[src/rtl/reg_wb_arbiter.sv]
// Writeback arbiter and M-unit scoreboard feeding reg_file's single write port.
// Optional STARVE_GUARD_EN: starvation counter forces one M grant after STARVE_LIMIT blocked cycles.
module reg_wb_arbiter #(
  parameter int unsigned STARVE_LIMIT = 4,
  parameter int unsigned CNT_W        = 3
) (
  input  logic        ip_clk,
  input  logic        ip_rst,
  input  logic        ip_a_valid,
  output logic        op_a_ready,
  input  logic [4:0]  ip_a_rd_addr,
  input  logic [31:0] ip_a_data,
  input  logic        ip_m_valid,
  output logic        op_m_ready,
  input  logic [4:0]  ip_m_rd_addr,
  input  logic [31:0] ip_m_data,
  input  logic        ip_issue_en,
  input  logic [4:0]  ip_issue_rd,
  output logic        op_issue_ready,
  input  logic [4:0]  ip_rs1_addr,
  input  logic [4:0]  ip_rs2_addr,
  output logic        op_rs1_busy,
  output logic        op_rs2_busy,
  output logic        op_wr_en,
  output logic [4:0]  op_wr_addr,
  output logic [31:0] op_wr_data,
  output logic [31:0] op_busy_vec
);

  if (STARVE_LIMIT < 1 || STARVE_LIMIT >= (2 ** CNT_W)) begin : g_bad_cfg
    $error("reg_wb_arbiter: CNT_W too narrow for STARVE_LIMIT");
  end

  logic        a_xfer, m_xfer;
  logic        wr_en_q, wr_en_d;
  logic [4:0]  wr_addr_q, wr_addr_d;
  logic [31:0] wr_data_q, wr_data_d;
  logic [31:0] busy_q, busy_d;

`ifdef STARVE_GUARD_EN
  typedef enum logic {S_NORM, S_FORCE} state_e;

  localparam logic [CNT_W-1:0] CNT_LAST = CNT_W'(STARVE_LIMIT - 1);

  state_e           state_q, state_d;
  logic [CNT_W-1:0] cnt_q, cnt_d;

  always_comb begin
    op_a_ready = ip_a_valid;
    op_m_ready = ip_m_valid && !ip_a_valid;
    if (state_q == S_FORCE) begin
      op_a_ready = 1'b0;
      op_m_ready = 1'b1;
    end
  end

  // S_FORCE always lasts a single cycle; the counter only runs while M is blocked in S_NORM.
  always_comb begin
    state_d = S_NORM;
    cnt_d   = cnt_q;
    if (!ip_m_valid || m_xfer) begin
      cnt_d = '0;
    end else if (cnt_q == CNT_LAST) begin
      state_d = S_FORCE;
      cnt_d   = '0;
    end else if (cnt_q != '1) begin
      cnt_d = cnt_q + 1'b1;
    end
  end

  always_ff @(posedge ip_clk or negedge ip_rst) begin
    if (!ip_rst) begin
      state_q <= S_NORM;
      cnt_q   <= '0;
    end else begin
      state_q <= state_d;
      cnt_q   <= cnt_d;
    end
  end
`else
  assign op_a_ready = ip_a_valid;
  assign op_m_ready = ip_m_valid && !ip_a_valid;
`endif

  assign a_xfer = ip_a_valid && op_a_ready;
  assign m_xfer = ip_m_valid && op_m_ready;

  always_comb begin
    wr_en_d   = 1'b0;
    wr_addr_d = wr_addr_q;
    wr_data_d = wr_data_q;
    if (a_xfer) begin
      wr_en_d   = (ip_a_rd_addr != 5'd0);
      wr_addr_d = ip_a_rd_addr;
      wr_data_d = ip_a_data;
    end else if (m_xfer) begin
      wr_en_d   = (ip_m_rd_addr != 5'd0);
      wr_addr_d = ip_m_rd_addr;
      wr_data_d = ip_m_data;
    end
  end

  assign op_issue_ready = (ip_issue_rd == 5'd0) || !busy_q[ip_issue_rd];

  // Clear first, then set, so a same-cycle issue to the retiring register wins.
  always_comb begin
    busy_d = busy_q;
    if (m_xfer) begin
      busy_d[ip_m_rd_addr] = 1'b0;
    end
    if (ip_issue_en && op_issue_ready && (ip_issue_rd != 5'd0)) begin
      busy_d[ip_issue_rd] = 1'b1;
    end
  end

  always_ff @(posedge ip_clk or negedge ip_rst) begin
    if (!ip_rst) begin
      wr_en_q   <= 1'b0;
      wr_addr_q <= '0;
      wr_data_q <= '0;
      busy_q    <= '0;
    end else begin
      wr_en_q   <= wr_en_d;
      wr_addr_q <= wr_addr_d;
      wr_data_q <= wr_data_d;
      busy_q    <= busy_d;
    end
  end

  assign op_rs1_busy = busy_q[ip_rs1_addr];
  assign op_rs2_busy = busy_q[ip_rs2_addr];
  assign op_wr_en    = wr_en_q;
  assign op_wr_addr  = wr_addr_q;
  assign op_wr_data  = wr_data_q;
  assign op_busy_vec = busy_q;

endmodule

[config.mk]
export PLATFORM = sky130hd
export DESIGN_NAME = reg_wb_arbiter
export DESIGN_NICKNAME = d
export VERILOG_FILES = /design/src/rtl/reg_wb_arbiter.sv
export SDC_FILE = /design/constraint.sdc
export NUM_CORES = 1
export LEC_CHECK = 0
export ABC_AREA = 1
export CAP_MARGIN = 20
export CELL_PAD_IN_SITES_DETAIL_PLACEMENT = 0
export CELL_PAD_IN_SITES_GLOBAL_PLACEMENT = 1
export CORE_MARGIN = 4
export CORE_UTILIZATION = 30
export DETAILED_ROUTE_END_ITERATION = 10
export PLACE_DENSITY = 0.81
export SKIP_CTS_REPAIR_TIMING = 1
export SLEW_MARGIN = 5
export SYNTH_ARGS = -nofsm -noshare
export SYNTH_HDL_FRONTEND = slang
export SYNTH_SLANG_ARGS = --single-unit
[constraint.sdc]
create_clock -name ip_clk -period 1.91 [get_ports ip_clk]
set_input_delay 0.382 -clock ip_clk [delete_from_list [all_inputs] [get_ports ip_clk]]
set_output_delay 0.382 -clock ip_clk [all_outputs]
set_load 0.01 [all_outputs]
==> run metrics <==
commonest non-fill, non-tap cell in the layout=nand2_1; Die W=128 um; Fin. Hold Viols=0; die area=roughly 16000 um2; CTS buffer count=9; Final Slew Violations=0; EDFF count, synth=0; Core Util, Final=~51%; fillers=approximately 1400; fmax=around 500 MHz; Final GP Congestion=between 0.8 and 0.9; Post-synth top flop=dfrtp_1; crit path DAT=roughly 1600 ps; Pwr Density=around 870 nW/um2; clock sinks=70; Synth cell types=27; Vert. Die Dim=roughly 130 um; Final min period=between 1500 and 2000 ps; first-pass GRT wire length=27700 um; Rel. slew slack=between 60% and 70%; Comb pwr share=between 30% and 40%; layout cells sized above 1=17.6%; core area=~14000 um2; CP Launch Type=flip-flop; DP HPWL=between 10000 and 15000 um; CTS tree=yes; GR Util All Layers=21.2%; clock tree buffer depth=2; max-cap violation count=0; area of placed instances=around 6600 um2; post-route setup slack=-30.7 ps; Worst Skew=approximately 8.1 ps; Worst-Skew Late Latency=around 340 ps; switching power=approximately 2000 uW; syn_nets=around 730; layout net count=959; total power=~6200 uW; Synth Cell Area=4340 um2; row cnt=43; initial core utilization=30.9%; Peak VDD IR=around 0.47 mV; Mean Syn Cell Area=approximately 6.8 um2; CP Cell Sequence=buf_12, nand2_1, nand3_1, nand3_1, nand2_1, nand2_1, nand3_1, a21boi_1, buf_2; post-route DRC violation count=0; critical path capture point type=output pin; via count=between 5000 and 6000; initial antenna violation count=0; DRT Pass-1 Iters=5; Compound-Gate Fraction of Synth Area=under 10%; Worst Path Max Fanout=3; internal power contribution=between 4000 and 5000 uW; Synth Instances=roughly 640; clk slew on worst S/H paths=around 60 ps; Simple-Gate Fraction of Synth Area=a little under half; main combinational cell family by area after synthesis=simple AND/OR/NAND/NOR gates; Slew @ Worst Pin=just over 500 ps; placed cells=around 1000; most frequent cells in the layout=270 x nand2_1, 150 x clkdlybuf4s50_1, 92 x nand3_1; Async SR Flop Fraction=100%; remaining global-route overflow=0; worst hold path class=in -> async; failing checks=setup timing; ant diodes=0; Post-Synth XOR/XNOR Area=0%; Adder-Cell Fraction of Synth Area=0%; DR iter-0 viols=344; Max stage delay on crit path=450 ps; sequential share of power=between 30% and 40%; CTS root buffer=clkbuf_16; # setup viols final=3; worst hold slack=approximately 55 ps; switching power share of the total=a little under a third; required time worst endpoint=1530 ps; critical path's top delay family=flip-flops; Seq/Total Area, Yosys=40.3%; synthesis-to-finish area growth=64.5%; vias in the first global route=5353; largest net degree at the start of global routing=slightly above 70; post-synthesis mux area share=0%; CP max stage cell=dfrtp_2; run status=finished, violations left; Yosys Warn Count=0; Antenna Nets Post-Route=0; vias per cell=5.09; Final Cell Area=around 7000 um2; final wirelength=17500 um; Non-Filler Instances=around 1100; clock network power share=roughly 32%; Avg WL per Cell=around 17 um; RSZ-0062 raised after global routing=yes; P_leak=~0.0034 uW; FF+latch count, synth=70; Critical path buffers and inverters=2; part of the cycle the worst path needs=102%; H-Tree Depth=3; Top Ports=~170; IO Port Bufs=168; CP Class=reg -> out
## power by group through the flow
stage	Sequential, uW	Combinational (uW)	Clock, uW
finish	2070	2130	1990
floorplan	2070	689	0
detailed placement	2060	2040	0
global route	2100	2330	2100
CTS	2040	2050	2040
global placement	2070	2020	0
## synth_stat cells, types with 4 or more instances
master      n  area (um2)
o21ai_0    31         155
nand2_1   273        1020
nor2_1     37         139
clkbuf_1   10        37.5
buf_2       9        45.0
nor3_1      8        40.0
dfrtp_1    70        1750
nand2_2     7        43.8
o211ai_1    4        30.0
nand3_1    92         460
inv_2       9        33.8
a21oi_1     6        30.0
inv_1      22        82.6
buf_6       9         101
nand4_1    33         206
## worst paths after layout
path | end | cells past startpoint | startpoint | slack (ps)
max | op_rs2_busy | 9 | op_busy_vec[19] | -30
max in group asynchronous | op_busy_vec[20] | 2 | ip_rst | 1520
min | op_wr_data[20] | 2 | ip_rst | 60
max reg2reg | op_busy_vec[21] | 10 | op_busy_vec[17] | 310
min reg2reg | op_wr_data[28] | 2 | op_wr_data[28] | 500
min in group ip_clk | op_wr_data[28] | 2 | op_wr_data[28] | 500
## state kept, by name (all words and copies together) (netlist names)
signal and flops:
op_wr_data 32, op_wr_en 1, op_busy_vec 32, op_wr_addr 5
## metrics by stage
stage | setup WS [ps] | TNS, ps
2_1_floorplan | 176 | 0
3_3_place_gp | -739 | -17650
3_5_place_dp | -741 | -19430
4_1_cts | -750 | -3740
5_1_grt | -174 | -439
6_report | -30.7 | -71.8
## final cells by class
cell class / instances / area [um2] / share of cell area, %
repair buffers: 247 / 2340 / 32.8
clock buffers: 10 / 239 / 3.35
clock inverters: 6 / 116 / 1.63
multi-input cells: 506 / 2320 / 32.5
flip-flops and latches: 70 / 1770 / 24.8
well taps: 180 / 225 / 3.15
inverters: 31 / 124 / 1.73
## metal layers
metal | vias to the layer above | GRT usage (%) | share of wire (%)
met5 | - | 0 | 0
met4 | 0 | 8.55 | 3.0
met3 | 39 | 4.38 | 6.9
met2 | 226 | 37.0 | 51
met1 | 2520 | 25.5 | 39
li1 | 2558 | - | -
## cells by family (layout without fill, tap and decap cells)
| family | count (synthesis) | count (layout) |
|---|---|---|
| and+or+nand+nor | 456 | 456 |
| DFF | 70 | 70 |
| buffers and inverters | 63 | 294 |
| AOI/OAI and AO/OA | 50 | 50 |
Note: power is estimated with default switching activity, not from simulation.
